**src/rtl/stacker_pkg.sv**
```systemverilog
// Block-stacker shared constants: screen geometry, coordinate and
// colour widths, block dimensions and frame timing defaults.
package stacker_pkg;

    localparam int X_MAX       = 160;
    localparam int Y_MAX       = 120;
    localparam int X_W         = 8;
    localparam int Y_W         = 7;
    localparam int COLOUR_W    = 3;
    localparam int BLK_W       = 16;
    localparam int BLK_H       = 4;
    localparam int FRAME_TICKS = 12_500_000;

    localparam logic [COLOUR_W-1:0] COLOUR_BLACK = '0;

endpackage

```
**src/rtl/rate_divider.sv**
```systemverilog
// Frame-rate delay counter: emits a one-cycle enable_erase pulse every
// FRAME_TICKS enabled cycles.
// Ports: clk, resetn (sync, active-high), reset_counter (active-low
// clear), enable_counter (advance), enable_erase (pulse out).
module rate_divider #(
    parameter int FRAME_TICKS = 12_500_000
) (
    input  logic clk,
    input  logic resetn,
    input  logic reset_counter,
    input  logic enable_counter,
    output logic enable_erase
);

    localparam int W = $clog2(FRAME_TICKS > 1 ? FRAME_TICKS : 2);
    localparam logic [W-1:0] LAST = W'(FRAME_TICKS - 1);

    logic [W-1:0] dly_q;
    logic         pulse_q;

    always_ff @(posedge clk) begin
        if (resetn || !reset_counter) begin
            dly_q   <= '0;
            pulse_q <= 1'b0;
        end else if (enable_counter) begin
            if (dly_q == LAST) begin
                dly_q   <= '0;
                pulse_q <= 1'b1;
            end else begin
                dly_q   <= dly_q + 1'b1;
                pulse_q <= 1'b0;
            end
        end else begin
            pulse_q <= 1'b0;
        end
    end

    assign enable_erase = pulse_q;

endmodule

```
**src/rtl/block_datapath.sv**
```systemverilog
// Block-stacker datapath: block position/direction, pixel scan for
// plot/erase, frame tick divider and stop-key synchronizer.
// Ports: FSM strobes in (ld_x, ld_y, count_x_enable, colour_erase_enable,
// enable_counter, reset_counter, reset_load), colour_in, key_stop;
// VGA x_out/y_out/colour_out and status done_plot/enable_erase/stop_true.
module block_datapath #(
    parameter int BLOCK_W     = stacker_pkg::BLK_W,
    parameter int BLOCK_H     = stacker_pkg::BLK_H,
    parameter int X_MAX       = stacker_pkg::X_MAX,
    parameter int Y_MAX       = stacker_pkg::Y_MAX,
    parameter int FRAME_TICKS = stacker_pkg::FRAME_TICKS
) (
    input  logic       clk,
    input  logic       resetn,
    input  logic       reset_load,
    input  logic       reset_counter,
    input  logic       enable_counter,
    input  logic       count_x_enable,
    input  logic       colour_erase_enable,
    input  logic       ld_x,
    input  logic       ld_y,
    input  logic [2:0] colour_in,
    input  logic       key_stop,
    output logic [7:0] x_out,
    output logic [6:0] y_out,
    output logic [2:0] colour_out,
    output logic       done_plot,
    output logic       enable_erase,
    output logic       stop_true
);

    import stacker_pkg::*;

    localparam int PW = $clog2(BLOCK_W * BLOCK_H);
    localparam int XB = $clog2(BLOCK_W);

    localparam logic [7:0] X_TURN = 8'(X_MAX - BLOCK_W);
    localparam logic [6:0] Y_HOME = 7'(Y_MAX - BLOCK_H);
    localparam logic [6:0] Y_STEP = 7'(BLOCK_H);

    logic [7:0]    x_q, x_d;
    logic [6:0]    y_q, y_d;
    logic          dir_q, dir_d;
    logic          placed_q, placed_d;
    logic [PW-1:0] pix_q;
    logic [1:0]    stop_q;

    assign stop_true = stop_q[1];

    // reset_load wins over moves; ld_y (when placed) overrides ld_x.
    // ld_y always clears placed, even if stop is still held.
    always_comb begin
        x_d      = x_q;
        y_d      = y_q;
        dir_d    = dir_q;
        placed_d = placed_q | stop_true;
        if (!reset_load) begin
            x_d      = '0;
            y_d      = Y_HOME;
            dir_d    = 1'b0;
            placed_d = 1'b0;
        end else begin
            if (ld_x) begin
                if (!dir_q && x_q == X_TURN) begin
                    dir_d = 1'b1;
                    x_d   = x_q - 8'd1;
                end else if (dir_q && x_q == 8'd0) begin
                    dir_d = 1'b0;
                    x_d   = x_q + 8'd1;
                end else if (dir_q) begin
                    x_d = x_q - 8'd1;
                end else begin
                    x_d = x_q + 8'd1;
                end
            end
            if (ld_y) begin
                placed_d = 1'b0;
                if (placed_q) begin
                    x_d   = '0;
                    dir_d = 1'b0;
                    y_d   = (y_q < Y_STEP) ? Y_HOME : y_q - Y_STEP;
                end
            end
        end
    end

    always_ff @(posedge clk) begin
        if (resetn) begin
            x_q      <= '0;
            y_q      <= Y_HOME;
            dir_q    <= 1'b0;
            placed_q <= 1'b0;
            pix_q    <= '0;
            stop_q   <= 2'b00;
        end else begin
            x_q      <= x_d;
            y_q      <= y_d;
            dir_q    <= dir_d;
            placed_q <= placed_d;
            stop_q   <= {stop_q[0], ~key_stop};
            // Counter is a power of two wide, so +1 wraps at the last pixel.
            pix_q    <= count_x_enable ? pix_q + 1'b1 : '0;
        end
    end

    assign x_out      = x_q + 8'(pix_q[XB-1:0]);
    assign y_out      = y_q + 7'(pix_q[PW-1:XB]);
    assign done_plot  = count_x_enable && (pix_q == {PW{1'b1}});
    assign colour_out = colour_erase_enable ? COLOUR_BLACK : colour_in;

    rate_divider #(
        .FRAME_TICKS(FRAME_TICKS)
    ) u_rate (
        .clk           (clk),
        .resetn        (resetn),
        .reset_counter (reset_counter),
        .enable_counter(enable_counter),
        .enable_erase  (enable_erase)
    );

endmodule
```
**config.mk**
```make
export PLATFORM = sky130hd
export DESIGN_NAME = block_datapath
export DESIGN_NICKNAME = d
export VERILOG_FILES = /design/src/rtl/stacker_pkg.sv /design/src/rtl/rate_divider.sv /design/src/rtl/block_datapath.sv
export SDC_FILE = /design/constraint.sdc
export NUM_CORES = 1
export LEC_CHECK = 0
export CORE_MARGIN = 2
export CORE_UTILIZATION = 40
export DETAILED_ROUTE_END_ITERATION = 10
export GPL_TIMING_DRIVEN = 0
export SYNTH_ARGS = -nofsm -noshare
export SYNTH_HDL_FRONTEND = slang
export SYNTH_SLANG_ARGS = --single-unit
export TNS_END_PERCENT = 1
```
**constraint.sdc**
```tcl
create_clock -name clk -period 4.3 [get_ports clk]
set_input_delay 0.43 -clock clk [delete_from_list [all_inputs] [get_ports clk]]
set_output_delay 0.43 -clock clk [all_outputs]
set_load 0.005 [all_outputs]
```
==> results of run 1 <==
per-stage QoR:
stage               power (mW)  worst slack (ps)  util [%]
detailed placement       0.516              1540      48.0
CTS                      0.897              1190      50.0
floorplan                0.489              2230         -
global route             0.914              1010      50.0
global placement         0.516              1580      48.0
finish                   0.888              1210      50.0
cell usage after synthesis (2+ instances only):
library cell and count:
buf_2 2, buf_6 2, nand2_1 23, nor2_1 46, o31ai_1 3, and3_1 6
o21ai_0 6, nor3_1 8, inv_1 11, nor2b_1 9, xnor2_1 14, nor4b_1 3
clkbuf_1 11, buf_4 3, ha_1 10, dfxtp_1 48, and2_1 3, o211ai_1 2
nand4_1 14, nor3b_1 4, nor4_1 3, nand3_1 11, nand2b_1 4, xor2_1 24
a21oi_1 9, a41o_1 3
power groups by stage:
stage	Sequential (mW)	Clock (mW)	Combinational, mW
floorplan	0.461	0	0.0277
global placement	0.462	0	0.0541
detailed placement	0.462	0	0.0539
CTS	0.452	0.391	0.0544
global route	0.453	0.401	0.0601
finish	0.452	0.382	0.0540
state kept, by name, indices dropped and copies added (netlist names):
name,flops
u_rate.dly_q,24
x_q,8
pix_q,6
y_q,5
stop_q,2
dir_q,1
placed_q,1
u_rate.enable_erase,1
worst max-delay path by stage:
stage	endpoint	slack [ps]	cells after the start
2_1_floorplan	x_out[6]	2230	8
3_3_place_gp	x_out[6]	1580	9
3_5_place_dp	x_out[6]	1540	9
4_1_cts	x_out[6]	1190	9
5_1_grt	x_out[6]	1010	9
6_report	x_out[6]	1210	9
cell families after synthesis:
| family | Yosys count | synth area share (%) |
|---|---|---|
| simple gates | 144 | 28.7 |
| flops | 48 | 36.5 |
| xor+xnor | 38 | 12.6 |
| compound gates | 36 | 10.9 |
| buf+inv | 30 | 5.42 |
| fa+ha+maj | 11 | 5.51 |
| mux | 1 | 0.380 |
cell type report:
type / count / share of cell area, %
Multi-Input combinational cell: 230 / 48.1
Sequential cell: 48 / 30.2
Timing Repair Buffer: 32 / 10.1
Buffer: 19 / 3.19
Tap cell: 77 / 3.03
Clock buffer: 5 / 2.17
Clock inverter: 2 / 1.89
Inverter: 11 / 1.30
layer usage:
layer	wire, um	GRT usage [%]
met5	0	0
met4	89	6.06
met3	231	3.21
met2	2070	22.1
met1	2750	21.6
==> summary.md, run 1 <==
| Metric | Value |
|---|---|
| Outcome | complete, no violations |
| CP arrival | between 2000 and 3000 ps |
| Antenna cells | 0 |
| Unrepaired setup endpoints after global routing | no |
| GRT Util Overall | 15.1% |
| Fin area | 3180 um2 |
| CTS tree | yes |
| Relative slew slack | between 40% and 50% |
| Mapped Cells | 308 |
| PwrDens | between 200 and 300 nW/um2 |
| Flops & latches, synth | 48 |
| Psw | between 0.15 and 0.2 mW |
| Max-cap violations | 0 |
| Clk_skew | between 8 and 9 ps |
| DPL Wire Length | approximately 3.8 mm |
| Multi-input combinational cell area | about 1500 um2 |
| # clock sinks | 48 |
| Placed inst area | 3050 um2 |
| Least-Margin Pin Slew | about 800 ps |
| Crit path max fanout | 8 |
| Async SR Flop Fraction | 0% |
| Initial drt markers | approximately 140 |
| WP data required | ~3900 ps |
| Worst Hold Class | reg2reg |
| Setup bufs post-CTS | 0 |
| IO Port Bufs | 32 |
| P_leak | between 1 and 1.5 nW |
| Die H | between 80 and 90 um |
| Sw frac | approximately a fifth |
| CP startpoint | x_q[0]$_SDFF_PP0_ |
| Synth top area cells | dfxtp_1 (37%), xor2_1 (8.0%), nor2_1 (6.6%), ha_1 (4.8%), xnor2_1 (4.7%) |
| Final WL | 5.15 mm |
| Setup crit end kind | output pin |
| Reg2reg end | x_q[3]$_SDFF_PP0_ |
| # resized after CTS | 0 |
| Vias in the first global route | between 1500 and 2000 |
| Worst path most repeated cell | nor2b_1 |
| FF/Latch Area | slightly below 1000 um2 |
| Hold path cells | 1 |
| Crit path kind | reg2out |
| Final setup violation count | 0 |
| Drt wl/cell | about 12 um |
| Critical path buffers and inverters | 2 |
| Unique masters post-synth | 52 |
| Clk slew on worst S/H paths | roughly 90 ps |
| Area growth syn-to-layout | 20.7% |
| Slew Limit Fails | 0 |
| Antenna viol nets, final | 0 |
| Max frequency | roughly 320 MHz |
| Cell taking the most area after synthesis | dfxtp_1 |
| Vias per cell | a little over 5 |
| Total global routing overflow | 0 |
| Worst R2R Setup Slack | approximately 2000 ps |
| Int Pwr | about 0.7 mW |
| Sequential Power Share | roughly half |
| VDD IR max | ~0.20 mV |
| Hold Startpoint | stop_q[0]$_SDFF_PP0_ |
| H-tree depth | 2 |
| Post-synthesis cell area | approximately 2600 um2 |
| Post-Synthesis Net Count | 332 |
| Final hold violation count | 0 |
| Num ports | 34 |
| Initial core utilization | between 40 and 50% |
| Commonest non-fill, non-tap cell in the layout | dfxtp_1 |
| CTS max path bufs | 2 |
| Critical path's slowest cell | dfxtp_1 |
| Layout cell share with drive strength beyond 1 | under 10% |
| DIE WIDTH | 85.1 um |
| Non-Filler Instances | between 400 and 500 |
| Cts hold-fix bufs | 0 |
| Setup TNS | 0 ps |
| First-pass GRT wire length | between 8 and 9 mm |
| DR DRC count | 0 |
| Largest net degree at the start of global routing | 15 |
| Total CTS buffers | 5 |
| Die Footprint | about 7200 um2 |
| Syn avg cell area | 8.55 um2 |
| Worst r2r src | x_q[1]$_SDFF_PP0_ |
| Combinational power share | under 10% |
| Worst-Skew Late Latency | 310 ps |
| DRT Pass-1 Iters | 4 |
| Placer Congestion | just under 0.9 |
| Ys Warns | 0 |
| Hold path endpoint | stop_q[1]$_SDFF_PP0_ |
| Register-to-Register Path Depth | 7 |
| Final critical-path required period | around 3100 ps |
| Register area share after synthesis | roughly 37% |
| Via count | 2170 |
| Period utilization | between 70% and 80% |
| Most frequent cells in the layout | dfxtp_1 (48), nor2_1 (46), clkdlybuf4s50_1 (32) |
| Placed cells | ~420 |
| CTS root buf | clkbuf_8 |
| Post-synth top flop | dfxtp_1 |
| Critical Path Max Stage Delay | between 500 and 600 ps |
| Clock power frac | roughly 43% |
| Yosys top cell area share | ~37% |
| Initial antenna violation count | 0 |
| Hold WS | between 400 and 500 ps |
| Row count | 29 |
| CORE AREA | 6350 um2 |
| EDFF count, synth | 0 |
| Crit-path leading delay family | adder cells |
| Fillers | roughly 600 |
| Setup crit start kind | flop |
| Layout Nets | around 370 |
| Crit-path cells | ha_1, inv_1, fa_1, nor2b_1, o21ai_0, nand2b_1, nor2b_1, xor2_1, clkdlybuf4s50_1 |
(Power assumes the default switching activity.)
==> inputs of run 2 (changes only) <==
Clock period 4.3 ns to 2.5 ns, I/O delays scaled along.
==> run 2 against run 1 <==
First-iteration DRC count up 18%; setup slack worse by 1200 ps; critical path depth fell by 2; count of clock-buffer cells in the layout unchanged; sequential share of layout area decreased by 0.069 points; sequential power up 71%; wire length up 0.76%; die area did not move; cell area up 1.1%; largest cell class unchanged; highest routed layer unchanged.
==> summary.md, run 2 (synthesis gave the netlist of run 1 again) <==
| Metric | Value |
|---|---|
| Hold path cells | 3 (was 1) |
| Setup crit end kind | output pin (unchanged) |
| Area growth syn-to-layout | 22.1% (was 20.7%) |
| Clk_skew | 8.79 ps (was 8.35 ps) |
| Least-Margin Pin Slew | 780 ps (was 792 ps) |
| Fin area | 3210 um2 (was 3180 um2) |
| GRT Util Overall | 15.2% (was 15.1%) |
| Drt wl/cell | 12.2 um (was 12.1 um) |
| Crit-path cells | ha_1, a21o_1, a21oi_2, nor2b_1, o21ai_1, xnor2_1, clkdlybuf4s50_1 (was ha_1, inv_1, fa_1, nor2b_1, o21ai_0, nand2b_1, nor2b_1, xor2_1, clkdlybuf4s50_1) |
| CTS max path bufs | 2 (unchanged) |
| First-pass GRT wire length | 8.93 mm (was 8.92 mm) |
| Vias in the first global route | 1968 (unchanged) |
| Commonest non-fill, non-tap cell in the layout | nor2_1 (was dfxtp_1) |
| Clk slew on worst S/H paths | 90 ps (about the same) |
| Most frequent cells in the layout | nor2_1 (46), dfxtp_1 (45), clkdlybuf4s50_1 (29) (was dfxtp_1 (48), nor2_1 (46), clkdlybuf4s50_1 (32)) |
| Row count | 29 (unchanged) |
| Via count | 2176 (was 2170) |
| DPL Wire Length | 3.79 mm (unchanged) |
| Multi-input combinational cell area | 1540 um2 (was 1530 um2) |
| Critical Path Max Stage Delay | 510 ps (was 520 ps) |
| DR DRC count | 0 (unchanged) |
| Critical path buffers and inverters | 1 (was 2) |
| Worst-Skew Late Latency | 310 ps (about the same) |
| Antenna cells | 0 (unchanged) |
| # clock sinks | 48 (unchanged) |
| Final WL | 5.19 mm (was 5.15 mm) |
| Die Footprint | 7250 um2 (unchanged) |
| Max-cap violations | 0 (unchanged) |
| Total Power | 1.53 mW (was 0.888 mW) |
| Placed inst area | 3050 um2 (unchanged) |
| Critical path's slowest cell | clkdlybuf4s50_1 (was dfxtp_1) |
| Period utilization | between 90% and 100% |
| Initial core utilization | 41.5% (unchanged) |
| CTS tree | yes (unchanged) |
| Largest registers | u_rate.dly_q x24, x_q x8, pix_q x6 (unchanged) |
| Final hold violation count | 0 (unchanged) |
| Unrepaired setup endpoints after global routing | yes (was no) |
| Crit-path leading delay family | buffers and inverters (was adder cells) |
| Max reg flops | 24 (unchanged) |
| Largest net degree at the start of global routing | 15 (unchanged) |
| Relative slew slack | 47.6% (was 46.7%) |
| Initial drt markers | 161 (was 136) |
| Fillers | 598 (unchanged) |
| Final setup violation count | 0 (unchanged) |
| Worst Hold Class | in2reg (was reg2reg) |
| PwrDens | 477 nW/um2 (was 279 nW/um2) |
| Layout cell share with drive strength beyond 1 | 9.17% (was 6.92%) |
| DRT Pass-1 Iters | 4 (unchanged) |
| Setup crit start kind | flop (unchanged) |
| DIE WIDTH | 85.1 um (unchanged) |
| Vias per cell | 5.11 (was 5.12) |
| Total CTS buffers | 5 (unchanged) |
| Top reg by flops | u_rate.dly_q (unchanged) |
| Max frequency | approximately 410 MHz |
| Die H | 85.1 um (unchanged) |
| IO Port Bufs | 32 (unchanged) |
| Crit path max fanout | 8 (unchanged) |
| Total global routing overflow | 0 (unchanged) |
| VDD IR max | 0.347 mV (was 0.200 mV) |
| Register-to-Register Path Depth | 8 (was 7) |
| Slew Limit Fails | 0 (unchanged) |
| Crit path kind | reg2out (unchanged) |
| Cell depth of the worst setup path | 7 (was 9) |
| H-tree depth | 2 (unchanged) |
| Outcome | complete, no violations (unchanged) |
| Antenna viol nets, final | 0 (unchanged) |
| Initial antenna violation count | 0 (unchanged) |
| Final critical-path required period | roughly 2500 ps |
| P_leak | 1.23 nW (was 1.17 nW) |
| FF/Latch Area | 970 um2 (was 961 um2) |
| WP data required | 2250 ps (was 3870 ps) |
| CORE AREA | 6350 um2 (unchanged) |
| Cts hold-fix bufs | 0 (unchanged) |
| CP arrival | 2210 ps (was 2660 ps) |
| Layout Nets | 373 (was 371) |
| Num ports | 34 (unchanged) |
| Placer Congestion | 0.886 (unchanged) |
| CTS root buf | clkbuf_8 (unchanged) |
[run 2: layout make-up]
cell class	instances	area share, %
buffer	19	3.15
clock buffer	5	2.14
clock inverter	2	1.87
inverter	11	1.28
multi-input combinational	230	47.8
sequential	48	30.2
tap	77	3.00
timing repair buffer	34	10.5
[run 2: worst min-delay path, cell delays in order]
cell and delay [ps]:
clkbuf_1 160, xnor2_1 160, nor2_1 40
[run 2: final timing paths]
kind | start | endpoint | slack [ps]
max | x_q[1]$_SDFF_PP0_ | x_out[5] | 40
min | enable_counter | u_rate.dly_q[0]$_SDFFE_PP0P_ | 330
max reg2reg | x_q[0]$_SDFF_PP0_ | x_q[3]$_SDFF_PP0_ | 200
min reg2reg | stop_q[0]$_SDFF_PP0_ | stop_q[1]$_SDFF_PP0_ | 460
[run 2: report_power, final]
group | leakage (nW) | switching [mW] | internal (mW)
Combinational | 0.772 | 0.0482 | 0.0497
Sequential | 0.390 | 0.00531 | 0.769
Clock | 0.0642 | 0.266 | 0.394
Total | 1.23 | 0.320 | 1.21
[run 2: per-stage QoR]
stage	util, %	std cells	setup TNS (ps)	setup slack (ps)	hold WS [ps]
final	50.6	426	0	43.4	334
after global routing	50.6	426	-65.1	-65.1	363
after CTS	50.5	426	-81.3	-57.5	326
after detailed placement	48.0	417	-79.4	-79.4	425
after global placement	48.0	417	-41.4	-41.4	420
after floorplan	-	308	0	504	317
[run 2: per-layer routing]
metal  global-route usage (%)  up-vias  part of all wire (%)  routed length, um
li1                         -     1144                     -                  -
met1                     22.1      976                    52               2710
met2                     21.8       49                    40               2090
met3                     3.21        7                   5.6                289
met4                     6.06        0                   1.7                 89
met5                        0        -                     0                  0
[run 2: what timing repair did]
| item | CTS | global route |
|---|---|---|
| setup buffers | 2 | 0 |
| cloned | 0 | 0 |
| resized for setup | 9 | 3 |
| pin swaps | 0 | 1 |
| endpoints found under the setup margin | 4 | 3 |
==> inputs of run 3 (changes only) <==
Settings changed: CTS_BUF_LIST set to sky130_fd_sc_hd__clkbuf_8, GPL_ROUTABILITY_DRIVEN set to 0, SLEW_MARGIN set to 30.
==> results of run 3 <==
No change in the layout: final DEF, timing and power equal those of run 2.
==> RTL edit 1: new RTL, config.mk and constraints of run 3 <==
Change the package constant `BLK_W` from 16 to 32.
--- a/src/rtl/stacker_pkg.sv
+++ b/src/rtl/stacker_pkg.sv
@@ -8,5 +8,5 @@
     localparam int Y_W         = 7;
     localparam int COLOUR_W    = 3;
-    localparam int BLK_W       = 16;
+    localparam int BLK_W       = 32;
     localparam int BLK_H       = 4;
     localparam int FRAME_TICKS = 12_500_000;
Formal check against the unedited RTL: no difference found for any inputs over 10 cycles, from zero or initial values and one cycle with resetn high; that may be too few to reach the edited logic, so the function may still have changed.
==> RTL edit 1 against run 3 <==
  * Synthesized area is 2.3% higher
  * Worst hold slack worse by 0.057 ns
  * Global-route usage is 0.12 points higher
  * Utilization is 0.22 points lower
  * Sequential cell count is 1 higher
  * Synthesized cell count is 0.97% higher
  * Cell area is 0.70% higher
  * Routed wire length is 4.9% higher
  * Die area is 2.2% higher
  * Critical path type unchanged
  * Worst setup slack better by 0.10 ns
  * Total power is 12% lower
  * Largest cell class unchanged
==> RTL edit 1: results (changes against run 3) <==
| Metric | Value |
|---|---|
| Area of the multi-input gates | `1580 µm² (+2.5%)` |
| Adder-cell area share of the yosys netlist | `5.85% (+0.34 points)` |
| First-pass GRT wire length | `9.29 mm (+4.1%)` |
| Initial DRC count | `60 (-63%)` |
| Via density per instance | `5.26 (+3.1%)` |
| R2r setup slk | `0.59 ns (+0.39 ns)` |
| FILL cells | `651 (+8.9%)` |
| Clock-net power | `461 µW (-30%)` |
| Worst Reg-to-Reg Cells | `7 (-1)` |
| Measured slew at the worst slew-check pin | `0.549 ns (-0.231 ns)` |
| Arrival @ worst endpoint | `2.11 ns (-0.10 ns)` |
| CP max FO | `4 (-4)` |
| Final hold slack | `0.277 ns (-0.0573 ns)` |
| Compound-Gate Fraction of Synth Area | `6.92% (-4.0 points)` |
| Post-Synth XOR/XNOR Area | `12.7% (+0.037 points)` |
| Post-CTS sizing | `13 (+4)` |
| HPWL after detailed placement | `4.08 mm (+7.7%)` |
| Seq/Total Area, Yosys | `36.4% (-0.088 points)` |
| Finished Layout Cells | `431 (+1.2%)` |
| Pin count of the biggest net entering global routing | `16 (+1)` |
| Worst flop-to-flop path endpoint | `u_rate.dly_q[23]$_SDFFE_PP0P_` |
| Tcrit/Tclk final | `94.2% (-4.1 points)` |
| GRT Util Overall | `15.3% (+0.12 points)` |
| CP endpoint | `x_out[7]` |
| Count of cell types in the netlist | `48 (-7.7%)` |
| Setup WS pre-CTS | `-0.0598 ns (+0.0196 ns)` |
| Seq. pwr | `788 µW (+2%)` |
| Vias in the first global route | `2059 (+4.6%)` |
| Post-synth top cells | `nor2_1, dfxtp_1, xnor2_1` |
| Leakage | `1.21 nW (-1.5%)` |
| Hold endpoint | `u_rate.dly_q[1]$_SDFFE_PP0P_` |
| Slowest cell on the critical path | `or4b_2` |
| Largest cells by area after synthesis | `dfxtp_1, nor2_1, xnor2_1` |
| Dpl cells | `420 (+0.72%)` |
| Mapped Nets | `336 (+1.2%)` |
| Critical path's largest stage delay | `0.58 ns (+0.07 ns)` |
| Int Pwr | `1.03 mW (-15%)` |
| Fin nets | `378 (+1.3%)` |
| Placed cell areas | `3110 µm² (+2.0%)` |
| Status | `completed` |
RTL edit 1: cell types whose count changed in the layout (fill, tap and decap cells not counted), sizes merged, moves of 6 or more:
cell / before / now
nand2: 23 / 16
nand3: 11 / 17
xnor2: 14 / 21
xor2: 24 / 18
RTL edit 1: metal layers:
layer	up-vias	global-route usage (%)	part of all wire, %
met5	-	0	0
met4	0	3.90	0.74
met3	5	3.37	3.0
met2	30	24.1	44
met1	1067	21.1	52
li1	1167	-	-
RTL edit 1: cell type report:
| type | count | area share (%) |
|---|---|---|
| clock buffers | 5 | 2.13 |
| flip-flops and latches | 49 | 30.7 |
| inverters | 13 | 1.51 |
| repair buffers | 35 | 10.6 |
| well taps | 77 | 2.98 |
| plain buffers | 16 | 2.94 |
| multi-input cells | 233 | 48.7 |
| clock inverters | 3 | 0.541 |
RTL edit 1: worst register-to-register path, delay by kind of cell (launching register included):
kind	cells	cell delay, ns
adders and majority gates	1	0.19
and+or+nand+nor	5	1.04
DFF	1	0.40
buffers and inverters	1	0.17
==> RTL edit 2: new RTL, settings of run 3 <==
Made on the original files. Make the reset (`resetn`) asynchronous in one clocked block. Comments in the files are not updated.
--- a/src/rtl/block_datapath.sv
+++ b/src/rtl/block_datapath.sv
@@ -85,5 +85,5 @@
     end
 
-    always_ff @(posedge clk) begin
+    always_ff @(posedge clk or posedge resetn) begin
         if (resetn) begin
             x_q      <= '0;
Check against the original RTL: differs if resetn is asserted again (counterexample within 4 cycles, from zero or initial values and one cycle with resetn high); with resetn held inactive, the same outputs for 10 cycles.
==> RTL edit 2 against run 3 <==
  * Routed wire length rose by 2.5%
  * Worst setup slack got worse by 0.037 ns
  * Combinational power rose by 88%
  * Die area rose by 3.4%
  * Count of clock-buffer cells in the layout did not move
  * Cell area rose by 2.0%
  * Synthesized area rose by 3.6%
  * Clock power fell by 30%
  * Worst hold slack got worse by 0.055 ns
  * Sequential cell count did not move
  * Total power fell by 6.0%
  * Sequential power rose by 2.7%
  * Global-route usage rose by 0.43 points
  * Register-to-register slack improved by 0.18 ns
  * Critical endpoint unchanged
==> RTL edit 2: results (changes against run 3) <==
| Metric | Value |
|---|---|
| Seq/Total Area, Yosys | `39.6% (+3.1 points)` |
| Status | `completed` |
| Post-CTS sizing | `7 (-2)` |
| # Post-CTS Setup Buffers | `3 (+1)` |
| Leakage | `1.34 nW (+9.6%)` |
| Met1 WL | `2.53 mm (-6.7%)` |
| Via density per instance | `5.08 (-0.56%)` |
| Hold endpoint | `dir_q$_DFF_PP0_` |
| FILL cells | `656 (+9.7%)` |
| Multi-input combinational area share | `46.1% (-1.8 points)` |
| Sw Ratio | `25.3% (+4.4 points)` |
| Largest cells by area after synthesis | `dfxtp_1, dfrtp_1, xor2_1` |
| Met2 Usage GRT | `25.5% (+3.7 points)` |
| Comb pwr share | `12.8% (+6.4 points)` |
| Hold path startpoint | `ld_x` |
| Clock-net power | `460 µW (-30%)` |
| Post-synth top cells | `nor2_1, dfxtp_1, nand2_1` |
| Compound-Gate Fraction of Synth Area | `8.30% (-2.6 points)` |
| Multiplexer area fraction after synthesis | `1.47% (+1.1 points)` |
| DIE AREA | `7500 µm² (+3.4%)` |
| PortBufs | `31 (-3.1%)` |
| Adder-cell area share of the yosys netlist | `5.32% (-0.19 points)` |
| HPWL after detailed placement | `3.94 mm (+4.1%)` |
| Fraction of area in registers | `33.0% (+2.9 points)` |
| Global-route met3 utilization | `2.86% (-0.35 points)` |
| Met3 wire len | `156 µm (-46%)` |
| Fin nets | `371 (-0.54%)` |
| Arrival @ worst endpoint | `2.24 ns (+0.03 ns)` |
| Inverters, non-clock | `13 (+2)` |
| Met2 WL | `2.58 mm (+23%)` |
| Mapped Nets | `329 (-0.90%)` |
-- RTL edit 2: changes by cell type after synthesis, moves of 7 or more --
cell	before	now
dfxtp_1	48	25
nand3_1	11	18
nor2_1	46	39
dfrtp_1	0	19
-- RTL edit 2: per-stage QoR --
step                      setup TNS [ns]  utilization, %  hold WS (ns)  power (mW)  setup WS, ns
final                                  0            49.1         0.279        1.44       0.00680
after global routing              -0.111            49.1         0.303        1.51        -0.111
after CTS                         -0.169            48.8         0.267        1.47        -0.114
after detailed placement               0            47.0         0.340       0.989       0.00405
after global placement                 0            47.0         0.346       0.988        0.0303
after floorplan                        0               -         0.265       0.915         0.647
-- RTL edit 2: worst max-delay path, stage by stage, from the launching register on --
cell and delay (ns):
dfrtp_2 0.43, ha_1 0.29, a21o_1 0.19, a21oi_2 0.14, nor2b_1 0.08, o21ai_1 0.16
xnor2_1 0.13, clkdlybuf4s50_1 0.51
